==> src/rtl/read_sel_pkg.sv <==
// Shared types and defaults for the read selector: FSM states, the length-width
// helper and the default source address map.
package read_sel_pkg;

  typedef enum logic [1:0] {
    IDLE    = 2'd0,
    FETCH   = 2'd1,
    CAPTURE = 2'd2,
    HOLD    = 2'd3
  } state_t;

  function automatic int clog2(input int value);
    int r;
    r = 0;
    while ((1 << r) < value) r = r + 1;
    return r;
  endfunction

  localparam int DEF_N_SRC  = 6;
  localparam int DEF_ADDR_W = 8;

  // Source 0 occupies the least significant ADDR_W bits.
  localparam logic [DEF_N_SRC*DEF_ADDR_W-1:0] DEF_SRC_BASE =
    {8'h02, 8'h36, 8'h26, 8'h23, 8'h20, 8'h00};
  localparam logic [DEF_N_SRC*DEF_ADDR_W-1:0] DEF_SRC_LAST =
    {8'h03, 8'h46, 8'h35, 8'h25, 8'h22, 8'h00};

endpackage

==> src/rtl/addr_decoder.sv <==
// Combinational address-window match: one-hot hit on the lowest-indexed
// source whose [base, last] window contains addr, plus a miss flag.
module addr_decoder
  import read_sel_pkg::*;
#(
  parameter int N_SRC  = DEF_N_SRC,
  parameter int ADDR_W = DEF_ADDR_W,
  parameter logic [N_SRC*ADDR_W-1:0] SRC_BASE = DEF_SRC_BASE,
  parameter logic [N_SRC*ADDR_W-1:0] SRC_LAST = DEF_SRC_LAST
) (
  input  logic [ADDR_W-1:0] addr,
  output logic [N_SRC-1:0]  hit,
  output logic              miss
);

  // An inverted window (base > last) can never satisfy both bounds.
  always_comb begin
    hit  = '0;
    miss = 1'b1;
    for (int i = 0; i < N_SRC; i++) begin
      if (miss && (addr >= SRC_BASE[i*ADDR_W +: ADDR_W]) &&
          (addr <= SRC_LAST[i*ADDR_W +: ADDR_W])) begin
        hit[i] = 1'b1;
        miss   = 1'b0;
      end
    end
  end

endmodule

==> src/rtl/read_selector.sv <==
// Burst read selector: walks an address range one beat at a time, strobes the
// matching source, captures its data and presents it on a valid/ready port.
module read_selector
  import read_sel_pkg::*;
#(
  parameter int DATA_W  = 8,
  parameter int ADDR_W  = DEF_ADDR_W,
  parameter int N_SRC   = DEF_N_SRC,
  parameter logic [N_SRC*ADDR_W-1:0] SRC_BASE = DEF_SRC_BASE,
  parameter logic [N_SRC*ADDR_W-1:0] SRC_LAST = DEF_SRC_LAST,
  parameter int MAX_LEN = 16,
  localparam int LEN_W  = clog2(MAX_LEN + 1)
) (
  input  logic                    clk,
  input  logic                    rst,
  input  logic                    rd_req,
  input  logic [ADDR_W-1:0]       rd_addr,
  input  logic [LEN_W-1:0]        rd_len,
  output logic                    busy,
  output logic [ADDR_W-1:0]       src_addr,
  output logic [N_SRC-1:0]        src_sel,
  input  logic [N_SRC*DATA_W-1:0] src_data,
  output logic                    rd_valid,
  input  logic                    rd_ready,
  output logic [DATA_W-1:0]       rd_data,
  output logic                    rd_err,
  output logic                    rd_last
);

  localparam logic [LEN_W-1:0] LEN_ONE = LEN_W'(1);
  localparam logic [LEN_W-1:0] LEN_MAX = LEN_W'(MAX_LEN);

  function automatic logic [LEN_W-1:0] norm_len(input logic [LEN_W-1:0] len);
    if (len == '0)
      return LEN_ONE;
    else if (len > LEN_MAX)
      return LEN_MAX;
    else
      return len;
  endfunction

  state_t              state, state_nxt;
  logic [ADDR_W-1:0]   addr;
  logic [LEN_W-1:0]    remaining;
  logic [N_SRC-1:0]    hit;
  logic                miss;
  logic [DATA_W-1:0]   cap_data;

  // The address is held from FETCH through CAPTURE, so the same decode
  // drives both the strobe and the capture mux.
  addr_decoder #(
    .N_SRC    (N_SRC),
    .ADDR_W   (ADDR_W),
    .SRC_BASE (SRC_BASE),
    .SRC_LAST (SRC_LAST)
  ) u_decoder (
    .addr (addr),
    .hit  (hit),
    .miss (miss)
  );

  always_comb begin
    cap_data = '0;
    for (int i = 0; i < N_SRC; i++) begin
      if (hit[i]) cap_data = cap_data | src_data[i*DATA_W +: DATA_W];
    end
  end

  always_ff @(posedge clk) begin
    if (rst) state <= IDLE;
    else     state <= state_nxt;
  end

  always_comb begin
    state_nxt = state;
    case (state)
      IDLE:    if (rd_req) state_nxt = FETCH;
      FETCH:   state_nxt = CAPTURE;
      CAPTURE: state_nxt = HOLD;
      HOLD:    if (rd_ready) state_nxt = (remaining == LEN_ONE) ? IDLE : FETCH;
      default: state_nxt = IDLE;
    endcase
  end

  always_ff @(posedge clk) begin
    if (rst) begin
      addr      <= '0;
      remaining <= '0;
      rd_data   <= '0;
      rd_err    <= 1'b0;
    end else begin
      case (state)
        IDLE: begin
          if (rd_req) begin
            addr      <= rd_addr;
            remaining <= norm_len(rd_len);
          end
        end
        CAPTURE: begin
          rd_data <= miss ? '0 : cap_data;
          rd_err  <= miss;
        end
        HOLD: begin
          if (rd_ready) begin
            addr      <= addr + ADDR_W'(1);
            remaining <= remaining - LEN_ONE;
          end
        end
        default: ;
      endcase
    end
  end

  assign busy     = (state != IDLE);
  assign src_addr = addr;
  assign src_sel  = (state == FETCH) ? hit : '0;
  assign rd_valid = (state == HOLD);
  assign rd_last  = (state == HOLD) && (remaining == LEN_ONE);

endmodule

==> config.mk <==
export PLATFORM = sky130hd
export DESIGN_NAME = read_selector
export DESIGN_NICKNAME = d
export VERILOG_FILES = /design/src/rtl/read_sel_pkg.sv /design/src/rtl/addr_decoder.sv /design/src/rtl/read_selector.sv
export SDC_FILE = /design/constraint.sdc
export NUM_CORES = 1
export LEC_CHECK = 0
export CORE_UTILIZATION = 41
export DETAILED_ROUTE_END_ITERATION = 16
export PLACE_DENSITY = 0.81
export SYNTH_ARGS = -nofsm -noshare
export SYNTH_HDL_FRONTEND = slang
export SYNTH_SLANG_ARGS = --single-unit
==> constraint.sdc <==
create_clock -name clk -period 2.8 [get_ports clk]
set_clock_uncertainty 0.05 [all_clocks]
set_input_delay 0.42 -clock clk [delete_from_list [all_inputs] [get_ports clk]]
set_output_delay 0.42 -clock clk [all_outputs]
set_load 0.005 [all_outputs]
==> metrics.txt <==
post-layout min period 2.77 ns; Peak VDD IR 586 uV; share of layout cells above drive strength 1 9.79%; final hold vios 0; # rows 24; grt total ovfl 0; critical path capture point type primary output; status finished clean; Initial Utilization 43.1%; Port-buffer cells 90; Power Total 2.57 mW; most common cell after layout, fill and taps aside clkdlybuf4s50_1; Hold Crit Class reg -> reg; # hold bufs at CTS 0; WS Path Type reg -> out; vias per inst 5.69; Top Ports 91; Post-synth EDFFs 0; initial antenna violation count 0; GPL Wtd Cong 0.827; Rel. slew slack 63.3%; Yosys top cell area share 25.4%; Leakage 1.10 nW; number of diodes 0; Post-synth top flop dfxtp_1; fmax 361 MHz; met2 routed WL 3020 um; met3 WL 292 um; post-route ant nets 0; Syn Nets 320; Root Driver clkbuf_8; drt drc 0; filler instances 368; Worst path max stage delay 0.51 ns; Worst Path Required 2.33 ns; clock tree buffer depth 2; Slew Limit Fails 0; clock sink count 24; synth warn 0; fin crit share 99.0%; first-pass GRT wire length 10100 um; fin nets 415; FF+latch count, synth 24; pin count of the biggest net entering global routing 29; Total GRT Usage 25.2%; post-synth cell types 52; Synth Cell Area 1890 um^2; worst path cell trace inv_1, ha_1, nand4bb_1, nand4_1, nor3b_2, and2_1, clkdlybuf4s50_1; H-tree Lvls 1; die area 4880 um^2; CP max-delay cell clkdlybuf4s50_1; DP Area 2880 um^2; core area 4380 um^2; Reg clk slew, reported paths 0.08 ns; die height 69.9 um; # Max-Cap Violations 0; final setup fails 0; Seq/Total Area, Yosys 25.4%; total iterations of the first detailed-routing run 4; CP Buf/Inv Count 2; Syn Area/Cell 7.77 um^2; HPWL Detailed 4870 um; clock latency at the later pin of the worst-skew pair 0.26 ns; Synth area leaders dfxtp_1 (25%), ha_1 (7.9%), a22oi_1 (7.5%); highest metal used met4; CP Data Arrival Time 2.30 ns; TritonCTS clock tree yes; P&R area growth vs syn 57.1%; design area 2970 um^2; Die X 69.9 um; vias in the first global route 2172; Critical Path Fanout Max 8; Synth area leader dfxtp_1; routed vias 2212; Mapped Cells 243; DRT met1 WL 2790 um; commonest cells after routing, fill and taps aside clkdlybuf4s50_1 (90), nor2_1 (30), dfxtp_1 (22); routed length per instance 15.9 um; Starting DRT DRC Count 162; worst-margin pin slew 0.549 ns; pwr dens 865 nW/um^2; Crit path max-delay family simple AND/OR/NAND/NOR gates; Routed Wire Length 6180 um; cts bufs inserted 3; Worst Setup Start Kind flop; ys async rst share 0%
[path summary, 6_finish.rpt]
| kind | to | cells after the start | start | slack (ns) |
|---|---|---|---|---|
| worst max-delay path | src_sel[4] | 7 | src_addr[0]$_SDFFE_PP0P_ | 0.03 |
| worst min-delay path | rd_err$_SDFFE_PP0N_ | 2 | rd_err$_SDFFE_PP0N_ | 0.43 |
| worst max register to register | rd_data[6]$_SDFFE_PP0N_ | 9 | src_addr[0]$_SDFFE_PP0P_ | 0.64 |
| worst min register to register | rd_err$_SDFFE_PP0N_ | 2 | rd_err$_SDFFE_PP0N_ | 0.43 |
[layer usage]
layer	vias up	track usage (%)
met3	8	3.32
met4	0	6.89
met5	-	0
met1	1041	32.9
met2	59	43.4
li1	1104	-
[cells by family after synthesis]
| kind of cell | count (synthesis) | synth area share [%] |
|---|---|---|
| multiplexers | 2 | 1.06 |
| buffers and inverters | 33 | 7.42 |
| flip-flops | 24 | 25.4 |
| AO/OA/AOI/OAI | 87 | 34.1 |
| AND/OR/NAND/NOR | 85 | 24.0 |
| adder cells (fa/ha/maj) | 12 | 7.95 |
[tightest hold or removal path: stages, from the launching register on]
cell and delay (ns):
dfxtp_1 0.32, nand2b_1 0.06, a21oi_1 0.06
[layout make-up]
type / instances / area [um^2] / share of cell area [%]
multi-input cells: 186 / 1280 / 43.2
clock buffers: 4 / 55.1 / 1.85
well taps: 52 / 65.1 / 2.19
repair buffers: 105 / 1010 / 34.1
flip-flops and latches: 24 / 485 / 16.4
inverters: 18 / 67.6 / 2.28
[report_power, final]
part           total, mW  switching [mW]  internal (mW)
Combinational       1.72           0.910          0.814
Sequential         0.609           0.151          0.458
Clock              0.234           0.108          0.125
Total               2.57            1.17           1.40
[registers in the layout (all words and copies together), names as in the netlist]
| register | cells |
|---|---|
| state | 2 |
| rd_data | 8 |
| src_addr | 8 |
| remaining | 5 |
| rd_err | 1 |
[per-stage QoR]
stage / util, % / TNS [ns] / hold WS, ns / setup slack, ns / cells
floorplan: - / 0 / 0.417 / 0.392 / 243
global placement: 65.7 / 0 / 0.420 / 0.285 / 383
detailed placement: 65.7 / 0 / 0.422 / 0.225 / 383
CTS: 67.0 / 0 / 0.435 / 0.0170 / 387
global route: 67.7 / -0.0744 / 0.475 / -0.0725 / 389
finish: 67.7 / 0 / 0.429 / 0.0267 / 389
[timing repair]
action	4_1_cts	5_1_grt
cloned	0	0
gates resized for setup	3	3
endpoints found under the setup margin	2	2
pin swaps	0	1
buffers inserted	0	2
[synthesized netlist by cell type (6+ instances only)]
master,n
a221oi_1,11
clkbuf_1,9
a22oi_1,19
nor2_1,30
nor3_1,7
o21ai_0,6
a211oi_1,10
inv_1,17
nand2_1,14
nand2b_1,7
a21oi_1,10
o22ai_1,10
dfxtp_1,24
ha_1,12
No activity file was read; power rests on OpenSTA's default activity.
